--- config.mk ---
export PLATFORM = sky130hd
export DESIGN_NAME = racalc_jobs_fifo
export DESIGN_NICKNAME = d
export VERILOG_FILES = /design/src/rtl/racalc_jobs_fifo.sv
export SDC_FILE = /design/constraint.sdc
export NUM_CORES = 1
export LEC_CHECK = 0
export CAP_MARGIN = 20
export CORE_MARGIN = 4
export CORE_UTILIZATION = 55
export DETAILED_ROUTE_END_ITERATION = 10
export HOLD_SLACK_MARGIN = 0.15
export PLACE_DENSITY = 0.71
export REMOVE_ABC_BUFFERS = 1
export SYNTH_ARGS = -nofsm -noshare
export SYNTH_HDL_FRONTEND = slang
export SYNTH_SLANG_ARGS = --single-unit
--- constraint.sdc ---
create_clock -name ap_clk -period 3.35 [get_ports ap_clk]
set_input_delay 0.67 -clock ap_clk [delete_from_list [all_inputs] [get_ports ap_clk]]
set_output_delay 0.67 -clock ap_clk [all_outputs]
set_load 0.005 [all_outputs]
--- src/rtl/racalc_jobs_fifo.sv ---
// First-word-fall-through job FIFO between the HLS job generator and the racalc engine.
// Define RACALC_FIFO_STATS_EN to add the traffic/occupancy statistics ports.
module racalc_jobs_fifo #(
  parameter int DEPTH_LOG2 = 4,
  parameter int WIDTH      = 8
) (
  input  logic                  ap_clk,
  input  logic                  ap_rst,
  input  logic [WIDTH-1:0]      racalc_jobs_V_cnt_ls_V_din,
  output logic                  racalc_jobs_V_cnt_ls_V_full_n,
  input  logic                  racalc_jobs_V_cnt_ls_V_write,
  output logic [WIDTH-1:0]      racalc_out_V_cnt_ls_V_dout,
  output logic                  racalc_out_V_cnt_ls_V_empty_n,
  input  logic                  racalc_out_V_cnt_ls_V_read,
  output logic [DEPTH_LOG2:0]   level
`ifdef RACALC_FIFO_STATS_EN
  ,
  output logic [31:0]           stat_wr_cnt,
  output logic [31:0]           stat_rd_cnt,
  output logic [DEPTH_LOG2:0]   stat_hwm,
  output logic [15:0]           stat_wr_drop
`endif
);

  localparam int DEPTH = 1 << DEPTH_LOG2;
  localparam logic [DEPTH_LOG2:0] LEVEL_FULL = (DEPTH_LOG2 + 1)'(DEPTH);

  logic [WIDTH-1:0]      mem_reg [DEPTH];
  logic [DEPTH_LOG2-1:0] wr_ptr_reg;
  logic [DEPTH_LOG2-1:0] rd_ptr_reg;
  logic [DEPTH_LOG2:0]   level_reg;
  logic [DEPTH_LOG2:0]   level_next;
  logic                  rst_q_reg;
  logic                  full_n;
  logic                  empty_n;
  logic                  wr_accept;
  logic                  rd_accept;

  // Flags come from registers only; rst_q_reg holds the write side off for one cycle after reset.
  assign full_n    = !rst_q_reg && (level_reg != LEVEL_FULL);
  assign empty_n   = (level_reg != '0);
  assign wr_accept = racalc_jobs_V_cnt_ls_V_write && full_n;
  assign rd_accept = racalc_out_V_cnt_ls_V_read && empty_n;

  assign racalc_jobs_V_cnt_ls_V_full_n = full_n;
  assign racalc_out_V_cnt_ls_V_empty_n = empty_n;
  assign racalc_out_V_cnt_ls_V_dout    = empty_n ? mem_reg[rd_ptr_reg] : '0;
  assign level                         = level_reg;

  always_comb begin
    level_next = level_reg;
    case ({wr_accept, rd_accept})
      2'b10:   level_next = level_reg + 1'b1;
      2'b01:   level_next = level_reg - 1'b1;
      default: level_next = level_reg;
    endcase
  end

  always_ff @(posedge ap_clk) begin
    rst_q_reg <= ap_rst;
    if (ap_rst) begin
      wr_ptr_reg <= '0;
      rd_ptr_reg <= '0;
      level_reg  <= '0;
    end else begin
      if (wr_accept) wr_ptr_reg <= wr_ptr_reg + 1'b1;
      if (rd_accept) rd_ptr_reg <= rd_ptr_reg + 1'b1;
      level_reg <= level_next;
    end
  end

  // Storage is deliberately left uncleared by reset.
  always_ff @(posedge ap_clk) begin
    if (wr_accept) mem_reg[wr_ptr_reg] <= racalc_jobs_V_cnt_ls_V_din;
  end

`ifdef RACALC_FIFO_STATS_EN
  logic [31:0]         wr_cnt_reg;
  logic [31:0]         rd_cnt_reg;
  logic [DEPTH_LOG2:0] hwm_reg;
  logic [15:0]         wr_drop_reg;

  always_ff @(posedge ap_clk) begin
    if (ap_rst) begin
      wr_cnt_reg  <= '0;
      rd_cnt_reg  <= '0;
      hwm_reg     <= '0;
      wr_drop_reg <= '0;
    end else begin
      if (wr_accept) wr_cnt_reg <= wr_cnt_reg + 32'd1;
      if (rd_accept) rd_cnt_reg <= rd_cnt_reg + 32'd1;
      if (level_next > hwm_reg) hwm_reg <= level_next;
      if (racalc_jobs_V_cnt_ls_V_write && !full_n && (wr_drop_reg != 16'hFFFF))
        wr_drop_reg <= wr_drop_reg + 16'd1;
    end
  end

  assign stat_wr_cnt  = wr_cnt_reg;
  assign stat_rd_cnt  = rd_cnt_reg;
  assign stat_hwm     = hwm_reg;
  assign stat_wr_drop = wr_drop_reg;
`endif

endmodule

==> summary.txt, run 1 <==
Status
  – Outcome: finished, final reports clean

Pwr
  – Power Total: 5.253 mW
  – Combinational Power Share: 0.228
  – Internal power: 3.946 mW
  – Peak supply drop: 487.8 uV
  – Clock power frac: 0.371
  – P_leak: 2.328 nW
  – Switching Fraction: 0.2488
  – Reg power frac: 0.401
  – Switching pwr: 1.307 mW
  – Pwr Density: 737.4 mW/mm^2

CTS
  – CTS tree: done
  – CTS H-tree lvls: 4
  – Clk sinks: 146
  – Root buffer selected by CTS: clkbuf_8
  – Worst-case clock buffer depth: 2
  – Worst-path clk slew: 60 ps
  – CTS buffer count: 17
  – Clk_lat worst skew: 520 ps

Timing
  – Clock Skews: 5.284 ps
  – Tcrit/Tclk final: 0.9618
  – Worst-Margin Slew: 739.8 ps
  – Max-slew violations: 0
  – Final setup vio count: 0
  – Min cycle time layout: 3222 ps
  – Hold Slack: 507.9 ps
  – Worst relative slew slack: 0.5061
  – Peak Freq: 310.3 MHz
  – Setup WS post-layout: 127.8 ps
  – Setup_tns: 0 ps
  – Hold Vio Cnt, Final: 0
  – RSZ-0062 raised after global routing: no

Setup path
  – Reg2Reg Capture Point: level[4]$_SDFFE_PP0P_
  – Worst Path Arrival: 2550 ps
  – Max Fanout on Critical Path: 32
  – Worst Setup End Kind: primary output
  – Cells on worst reg2reg path: 10
  – Crit path required time: 2680 ps
  – Worst Setup Start Kind: register
  – FF-to-FF setup slack: 240 ps
  – Setup Crit Path Kind: register to primary output
  – R2R Path Start: level[1]$_SDFFE_PP0P_

Floorplan
  – Die W: 112.2 um
  – Core area: 0.01046 mm^2
  – # IOs: 27
  – Die area: 0.01259 mm^2
  – Cell row count: 37
  – Die H: 112.2 um
  – Initial core utilization: 0.5709

Synthesis
  – Syn Std Cell Area: 0.005973 mm^2
  – Post-synthesis register bit count: 146
  – Number of synthesized flops with an enable pin: 128
  – FFs w/ async S/R, synth: 0
  – Synth Area per Inst: 17.94 um^2
  – Syn Inst Count: 333
  – Post-synth cell types: 45
  – Seq/Total Area, Yosys: 0.7038
  – Main flop type after synthesis: edfxtp_1
  – Synth warnings: 0

Route
  – DR WL/cell: 21.59 um
  – Antenna Nets Post-Route: 0
  – Wire length on met2: 5707 um
  – Metal1 wirelength: 4844 um
  – Final Routed Wirelength: 11290 um
  – DR WL met3: 555 um
  – Vias/cell: 6.008
  – Via count: 3142
  – Initial drt markers: 220
  – Uppermost layer routed: met4
  – TritonRoute pass-1 iters: 4
  – DR DRC count: 0

Worst hold path
  – Worst hold stages: 2
  – Hold Crit Class: register to register
  – Worst Hold Endpoint: wr_ptr_reg[1]$_SDFFE_PP0P_
  – Critical hold path startpoint: wr_ptr_reg[1]$_SDFFE_PP0P_

GRT
  – Largest net degree at the start of global routing: 33
  – Number of global-route vias before repair: 3321
  – Initial antenna violation count: 0
  – GRT Total Usage: 0.1974
  – First-pass GRT wire length: 18350 um
  – Aggregate global routing overflow: 0

Placement
  – Hpwl dp: 7024 um
  – Setup WS pre-CTS: 183.6 ps
  – Placed cell areas: 0.006450 mm^2
  – Gpl congestion: 0.8136
  – PortBufs: 26

Cells and area
  – # nets final: 395
  – Post-route cell area: 0.007124 mm^2
  – ANT cells: 0
  – Syn-to-layout area delta: 19.27%
  – Layout cell share with drive strength beyond 1: 0.2222
  – Largest register FFs: 128

Flow run
  – Max-cap viol count: 0
==> power by group through the flow <==
| stage | Sequential (mW) | Clock (mW) | Combinational (mW) |
|---|---|---|---|
| 2_1_floorplan | 2.20 | 0 | 0.605 |
| 3_3_place_gp | 2.15 | 0 | 1.14 |
| 3_5_place_dp | 2.15 | 0 | 1.16 |
| 4_1_cts | 2.10 | 1.97 | 1.20 |
| 5_1_grt | 2.11 | 2.07 | 1.32 |
| 6_report | 2.10 | 1.95 | 1.20 |
==> per-layer routing <==
layer  vias to the layer above  GRT usage
li1                       1418          -
met1                      1612     0.2695
met2                        97     0.3143
met3                        15    0.04960
met4                         0    0.06731
met5                         -          0
==> cell usage in the layout, fill, tap and decap left out, drive strengths merged, types with 3 or more instances in the layout <==
master / n
a21oi: 4
and3: 5
nand2: 6
mux4: 32
nor2b: 8
xor2: 4
o21ai: 4
nor2: 10
clkinv: 6
bufinv: 5
a211oi: 16
edfxtp: 128
buf: 16
mux2i: 10
o21a: 3
clkdlybuf4s50: 25
clkbuf: 19
and2: 8
inv: 10
dfxtp: 18
nor3: 10
ha: 9
nand3: 4
or3: 3
==> synthesized netlist by cell type (4+ instances only) <==
| master | number | area [um^2] |
|---|---|---|
| a21oi_1 | 4 | 20.02 |
| inv_1 | 10 | 37.54 |
| a211oi_1 | 16 | 120.1 |
| dfxtp_1 | 18 | 360.4 |
| nand3_1 | 4 | 20.02 |
| ha_1 | 9 | 112.6 |
| xor2_1 | 4 | 35.03 |
| buf_2 | 8 | 40.04 |
| mux2i_1 | 10 | 100.1 |
| nor2_1 | 10 | 37.54 |
| clkbuf_1 | 6 | 22.52 |
| nand2_1 | 6 | 22.52 |
| and3_1 | 5 | 31.28 |
| edfxtp_1 | 128 | 3844 |
| mux4_2 | 32 | 720.7 |
| and2_1 | 8 | 50.05 |
| nor2b_1 | 8 | 50.05 |
| nor3_1 | 10 | 50.05 |
==> per-stage QoR <==
step                      std cells  utilization
after detailed placement        489       0.6165
after global placement          489       0.6165
after floorplan                 313            -
after CTS                       523       0.6779
final                           523       0.6809
after global routing            523       0.6809
==> worst max-delay path by stage <==
stage,slack (ps),depth (start not counted),from,end
after CTS,30,6,register,racalc_out_V_cnt_ls_V_dout[0]
final,130,5,register,racalc_out_V_cnt_ls_V_dout[2]
after detailed placement,180,9,racalc_jobs_V_cnt_ls_V_write,level[4]$_SDFFE_PP0P_
after global placement,240,9,racalc_jobs_V_cnt_ls_V_write,level[4]$_SDFFE_PP0P_
after global routing,10,6,register,racalc_out_V_cnt_ls_V_dout[7]
after floorplan,340,9,level[0]$_SDFFE_PP0P_,level[4]$_SDFFE_PP0P_
==> cells by family (layout without fill, tap and decap cells) <==
| group | count (synthesis) | after routing | synth area share |
|---|---|---|---|
| AOI/OAI and AO/OA | 35 | 35 | 0.04713 |
| xor gates and xnor gates | 6 | 6 | 0.008798 |
| buffers and inverters | 30 | 84 | 0.02262 |
| DFF | 146 | 146 | 0.7038 |
| and+or+nand+nor | 65 | 65 | 0.06138 |
| adders and majority gates | 9 | 9 | 0.01885 |
| muxes | 42 | 42 | 0.1374 |
==> critical path, stage by stage (launching register included) <==
cell and delay (ps):
dfxtp_1 350, buf_12 260, mux4_2 530, mux2i_1 250, a211oi_2 140, clkdlybuf4s50_1 500
==> area by class of cell <==
type	instances	area (um^2)
flip-flops and latches	146	4209
well taps	136	170.2
inverters	10	37.54
clock inverters	13	190.2
fillers	728	3338
clock buffers	19	421.7
multi-input cells	157	1663
repair buffers	42	432.9
==> timing repair <==
action	CTS	global route
resized for setup	2	7
buffers inserted	2	0
pin swaps	0	0
hold buffers	0	0
setup endpoints to repair	8	5
(Power assumes the default switching activity.)
==> inputs of run 2 (changes only) <==
REMOVE_ABC_BUFFERS = unset   (was 1)
SKIP_CTS_REPAIR_TIMING = 1   (was unset)
==> summary.txt, run 2 (synthesis results as in run 1) <==
Cells and area
  – ANT cells: 0 (unchanged)
  – Util after Layout: 0.6797 (was 0.6809)
  – Syn-to-layout area delta: 19.06% (was 19.27%)
  – Number of fill cells: 722 (was 728)
  – Layout cell share with drive strength beyond 1: 0.2225 (was 0.2222)
  – Most frequent cells in the layout: 128 x edfxtp_1, 32 x mux4_2, 26 x clkdlybuf4s50_1 (was 128 x edfxtp_1, 32 x mux4_2, 25 x clkdlybuf4s50_1)
  – # nets final: 399 (was 395)
  – Largest register FFs: 128 (unchanged)
  – Commonest non-fill, non-tap cell in the layout: edfxtp_1 (unchanged)

Status
  – Outcome: finished, final reports clean (unchanged)

Timing
  – Hold Slack: 517.1 ps (was 507.9 ps)
  – Max-slew violations: 0 (unchanged)
  – Peak Freq: 310.0 MHz (was 310.3 MHz)
  – Hold Vio Cnt, Final: 0 (unchanged)
  – Setup WS post-layout: 123.8 ps (was 127.8 ps)
  – Min cycle time layout: 3226 ps (was 3222 ps)
  – Worst relative slew slack: 0.5742 (was 0.5061)
  – Tcrit/Tclk final: 0.9630 (was 0.9618)
  – Clock Skews: 6.764 ps (was 5.284 ps)
  – Final setup vio count: 0 (unchanged)
  – Worst-Margin Slew: 637.8 ps (was 739.8 ps)

CTS
  – CTS buffer count: 17 (unchanged)
  – Clk_lat worst skew: 510 ps (was 520 ps)
  – Worst-path clk slew: 60 ps (about the same)
  – Clk sinks: 146 (unchanged)
  – Root buffer selected by CTS: clkbuf_8 (unchanged)
  – CTS tree: done (unchanged)
  – CTS H-tree lvls: 4 (unchanged)
  – Worst-case clock buffer depth: 2 (unchanged)

Synthesis
  – Synth Net Count: 354

Pwr
  – Reg power frac: 0.415 (was 0.401)
  – Pwr Density: 726.3 mW/mm^2 (was 737.4 mW/mm^2)
  – Power Total: 5.166 mW (was 5.253 mW)
  – P_leak: 2.321 nW (was 2.328 nW)
  – Switching pwr: 1.291 mW (was 1.307 mW)
  – Clock power frac: 0.353 (was 0.371)
  – Internal power: 3.875 mW (was 3.946 mW)
  – Switching Fraction: 0.2499 (was 0.2488)
  – Peak supply drop: 557.1 uV (was 487.8 uV)
  – Combinational Power Share: 0.232 (was 0.228)

Placement
  – Hpwl dp: 7141 um (was 7024 um)
  – Setup WS pre-CTS: 166.8 ps (was 183.6 ps)
  – Gpl congestion: 0.8221 (was 0.8136)
  – PortBufs: 26 (unchanged)

Route
  – Initial drt markers: 210 (was 220)
  – Vias/cell: 5.945 (was 6.008)
  – DR WL/cell: 21.47 um (was 21.59 um)
  – DR DRC count: 0 (unchanged)
  – Antenna Nets Post-Route: 0 (unchanged)
  – Final Routed Wirelength: 11320 um (was 11290 um)
  – TritonRoute pass-1 iters: 5 (was 4)
  – Via count: 3133 (was 3142)

Setup path
  – Crit-path most repeated cell: a211oi_1
  – Worst Path Arrival: 2560 ps (was 2550 ps)
  – Worst Setup Start Kind: register (unchanged)
  – Crit path cell chain: buf_4 > mux4_2 > a211oi_1 > a211oi_1 > clkdlybuf4s50_1 (was buf_12 > mux4_2 > mux2i_1 > a211oi_2 > clkdlybuf4s50_1)
  – Max Fanout on Critical Path: 13 (was 32)
  – Largest stage delay on the critical path: 500 ps (was 530 ps)
  – Worst Setup End Kind: primary output (unchanged)
  – Crit path required time: 2680 ps (about the same)
  – Setup Crit Path Kind: register to primary output (unchanged)
  – Cells on worst reg2reg path: 9 (was 10)
  – CP max-delay cell: mux4_2 (unchanged)

Worst hold path
  – Hold Crit Class: register to register (unchanged)
  – Worst hold stages: 2 (unchanged)

GRT
  – Initial antenna violation count: 0 (unchanged)
  – Number of global-route vias before repair: 3286 (was 3321)
  – First-pass GRT wire length: 17780 um (was 18350 um)
  – Aggregate global routing overflow: 0 (unchanged)
  – GRT Total Usage: 0.1902 (was 0.1974)
  – Largest net degree at the start of global routing: 29 (was 33)

Floorplan
  – # IOs: 27 (unchanged)
  – Die H: 112.2 um (unchanged)
  – Die area: 0.01259 mm^2 (unchanged)
  – Die W: 112.2 um (unchanged)
  – Cell row count: 37 (unchanged)
  – Core area: 0.01046 mm^2 (unchanged)
  – Initial core utilization: 0.5709 (unchanged)

Flow run
  – Max-cap viol count: 0 (unchanged)
==> run 2: metal layers <==
metal | global-route usage | part of all wire | routed length [um] | up-vias
li1 | - | - | - | 1422
met1 | 0.2455 | 0.43 | 4829 | 1609
met2 | 0.3147 | 0.52 | 5910 | 86
met3 | 0.05499 | 0.037 | 424 | 16
met4 | 0.06010 | 0.013 | 150 | 0
met5 | 0 | 0 | 0 | -
==> run 2: worst max-delay path, delay by kind of cell (launching register included) <==
kind	cells	cell delay, ps
buf+inv	2	680
mux	1	500
flops	1	470
compound gates	2	400
==> run 2: power by group through the flow <==
stage	Sequential (mW)	Combinational [mW]	Clock (mW)
6_report	2.15	1.20	1.82
5_1_grt	2.16	1.30	1.94
4_1_cts	2.14	1.14	1.85
3_5_place_dp	2.18	1.13	0
3_3_place_gp	2.18	1.11	0
2_1_floorplan	2.13	0.710	0
==> run 2: cell type report <==
| class | count | area, um^2 | area share |
|---|---|---|---|
| flip-flops and latches | 146 | 4213 | 0.5924 |
| inverters | 10 | 37.54 | 0.005278 |
| clock buffers | 26 | 467.9 | 0.06580 |
| well taps | 136 | 170.2 | 0.02393 |
| multi-input cells | 157 | 1653 | 0.2324 |
| repair buffers | 46 | 465.4 | 0.06545 |
| clock inverters | 6 | 105.1 | 0.01478 |
==> run 2: final timing paths <==
path | endpoint | slack, ps | startpoint
hold reg to reg | wr_ptr_reg[1]$_SDFFE_PP0P_ | 520 | wr_ptr_reg[1]$_SDFFE_PP0P_
setup reg to reg | level[4]$_SDFFE_PP0P_ | 360 | level[1]$_SDFFE_PP0P_
hold / removal | wr_ptr_reg[1]$_SDFFE_PP0P_ | 520 | wr_ptr_reg[1]$_SDFFE_PP0P_
setup / recovery | racalc_out_V_cnt_ls_V_dout[0] | 120 | register
==> run 2: metrics by stage <==
step | cells | area [um^2] | TNS, ps
6_report | 527 | 7112 | 0
5_1_grt | 527 | 7112 | -1.021
4_1_cts | 521 | 7024 | -992.6
3_5_place_dp | 489 | 6451 | 0
3_3_place_gp | 489 | 6451 | 0
2_1_floorplan | 333 | 5973 | 0
==> inputs of run 3 (changes only) <==
CELL_PAD_IN_SITES_DETAIL_PLACEMENT = 1   (was unset)
CELL_PAD_IN_SITES_GLOBAL_PLACEMENT = 2   (was unset)
CORE_UTILIZATION = 46   (was 55)
GPL_TIMING_DRIVEN = 0   (was unset)
PLACE_DENSITY = 0.76   (was 0.71)
==> summary.txt, run 3 (synthesis results as in run 1) <==
Placement
  – Setup WS pre-CTS: -210.1 ps (was 166.8 ps)
  – Hpwl dp: 8304 um (was 7141 um)
  – Gpl congestion: 0.7415 (was 0.8221)
  – PortBufs: 26 (unchanged)

Synthesis
  – Synth Net Count: 354 (unchanged)

Floorplan
  – Initial core utilization: 0.4714 (was 0.5709)
  – # IOs: 27 (unchanged)
  – Die H: 122.0 um (was 112.2 um)
  – Cell row count: 41 (was 37)
  – Die W: 122.0 um (was 112.2 um)
  – Die area: 0.01487 mm^2 (was 0.01259 mm^2)
  – Core area: 0.01267 mm^2 (was 0.01046 mm^2)

Flow run
  – Max-cap viol count: 0 (unchanged)

CTS
  – Root buffer selected by CTS: clkbuf_16 (was clkbuf_8)
  – Worst-path clk slew: 60 ps (about the same)
  – CTS buffer count: 17 (unchanged)
  – CTS tree: done (unchanged)
  – CTS H-tree lvls: 4 (unchanged)
  – Worst-case clock buffer depth: 2 (unchanged)
  – Clk_lat worst skew: 420 ps (was 510 ps)
  – Clk sinks: 146 (unchanged)

Setup path
  – Max Fanout on Critical Path: 10 (was 13)
  – Setup Crit Path Kind: register to primary output (unchanged)
  – Worst Path Arrival: 2590 ps (was 2560 ps)
  – Worst Setup Start Kind: register (unchanged)
  – Worst Setup End Kind: primary output (unchanged)
  – Crit path required time: 2680 ps (about the same)

Pwr
  – Peak supply drop: 387.3 uV (was 557.1 uV)
  – Pwr Density: 760.9 mW/mm^2 (was 726.3 mW/mm^2)
  – Power Total: 5.575 mW (was 5.166 mW)
  – P_leak: 2.384 nW (was 2.321 nW)

Timing
  – Worst-Margin Slew: 630.9 ps (was 637.8 ps)
  – Worst relative slew slack: 0.5781 (was 0.5742)
  – Clock Skews: 7.616 ps (was 6.764 ps)
  – Peak Freq: 306.5 MHz (was 310.0 MHz)
  – Hold Vio Cnt, Final: 0 (unchanged)
  – Setup WS post-layout: 87.65 ps (was 123.8 ps)
  – Final setup vio count: 0 (unchanged)
  – Max-slew violations: 0 (unchanged)
  – Min cycle time layout: 3262 ps (was 3226 ps)
  – Tcrit/Tclk final: 0.9738 (was 0.9630)

Cells and area
  – Largest register FFs: 128 (unchanged)
  – Most frequent cells in the layout: 128 x edfxtp_1, 32 x mux4_2, 26 x clkdlybuf4s50_1 (unchanged)
  – Commonest non-fill, non-tap cell in the layout: edfxtp_1 (unchanged)
  – Layout cell share with drive strength beyond 1: 0.2657 (was 0.2225)
  – # nets final: 408 (was 399)
  – ANT cells: 0 (unchanged)
  – Syn-to-layout area delta: 22.64% (was 19.06%)

Route
  – TritonRoute pass-1 iters: 4 (was 5)
  – Vias/cell: 5.532 (was 5.945)
  – Final Routed Wirelength: 12330 um (was 11320 um)
  – Antenna Nets Post-Route: 0 (unchanged)
  – DR WL/cell: 21.60 um (was 21.47 um)
  – DR DRC count: 0 (unchanged)
  – Via count: 3159 (was 3133)
  – Initial drt markers: 220 (was 210)

GRT
  – Largest net degree at the start of global routing: 17 (was 29)
  – Aggregate global routing overflow: 0 (unchanged)
  – Number of global-route vias before repair: 3469 (was 3286)
  – Initial antenna violation count: 0 (unchanged)
  – GRT Total Usage: 0.1845 (was 0.1902)
  – First-pass GRT wire length: 19650 um (was 17780 um)

Worst hold path
  – Hold Crit Class: register to register (unchanged)

Status
  – Outcome: finished, final reports clean (unchanged)
[run 3: changes by cell type in the layout (fill, tap and decap cells not counted), sizes merged]
cell / change
bufinv: +4
clkinvlp: +4
[run 3: worst max-delay path, cell delays in order (launching register included)]
cell	delay [ps]
dfxtp_1	310
buf_2	200
clkbuf_4	300
buf_2	310
a211oi_1	170
a211oi_2	310
clkdlybuf4s50_1	570
[run 3: through the flow]
stage	area (um^2)	TNS, ps	utilization	std cells	hold slack, ps
3_5_place_dp	6474	-210.1	0.5109	535	508.1
4_1_cts	7161	-2582	0.5651	566	516.2
6_report	7326	0	0.5782	571	515.8
2_1_floorplan	5973	0	-	333	481.3
3_3_place_gp	6449	-131.5	0.5089	531	498.0
5_1_grt	7326	-87.77	0.5782	571	558.9
[run 3: worst paths after layout]
check                        startpoint                            end  slack, ps  depth (start not counted)
min reg2reg  wr_ptr_reg[1]$_SDFFE_PP0P_     wr_ptr_reg[1]$_SDFFE_PP0P_        520                          2
max                            register  racalc_out_V_cnt_ls_V_dout[0]         90                          6
max reg2reg       level[0]$_SDFFE_PP0P_          level[4]$_SDFFE_PP0P_        150                         12
min          wr_ptr_reg[1]$_SDFFE_PP0P_     wr_ptr_reg[1]$_SDFFE_PP0P_        520                          2
[run 3: metal layers]
metal	GRT usage	vias up	share of wire
li1	-	1444	-
met1	0.2362	1636	0.43
met2	0.3084	62	0.52
met3	0.04085	17	0.028
met4	0.07353	0	0.017
met5	0	-	0
[run 3: power by group]
| group | switching [mW] | internal [mW] |
|---|---|---|
| sequential | 0.0679 | 2.04 |
| combinational | 0.629 | 0.655 |
| clock | 0.713 | 1.46 |
[run 3: area by class of cell]
cell class                 instances  area [um^2]
sequential                       146         4207
buffer                            20        147.6
inverter                          10        37.54
clock buffer                      17        425.4
timing repair buffer              35        322.8
tap                              172        215.2
fill                            1155         5345
multi-input combinational        157         1709
clock inverter                    14        261.5
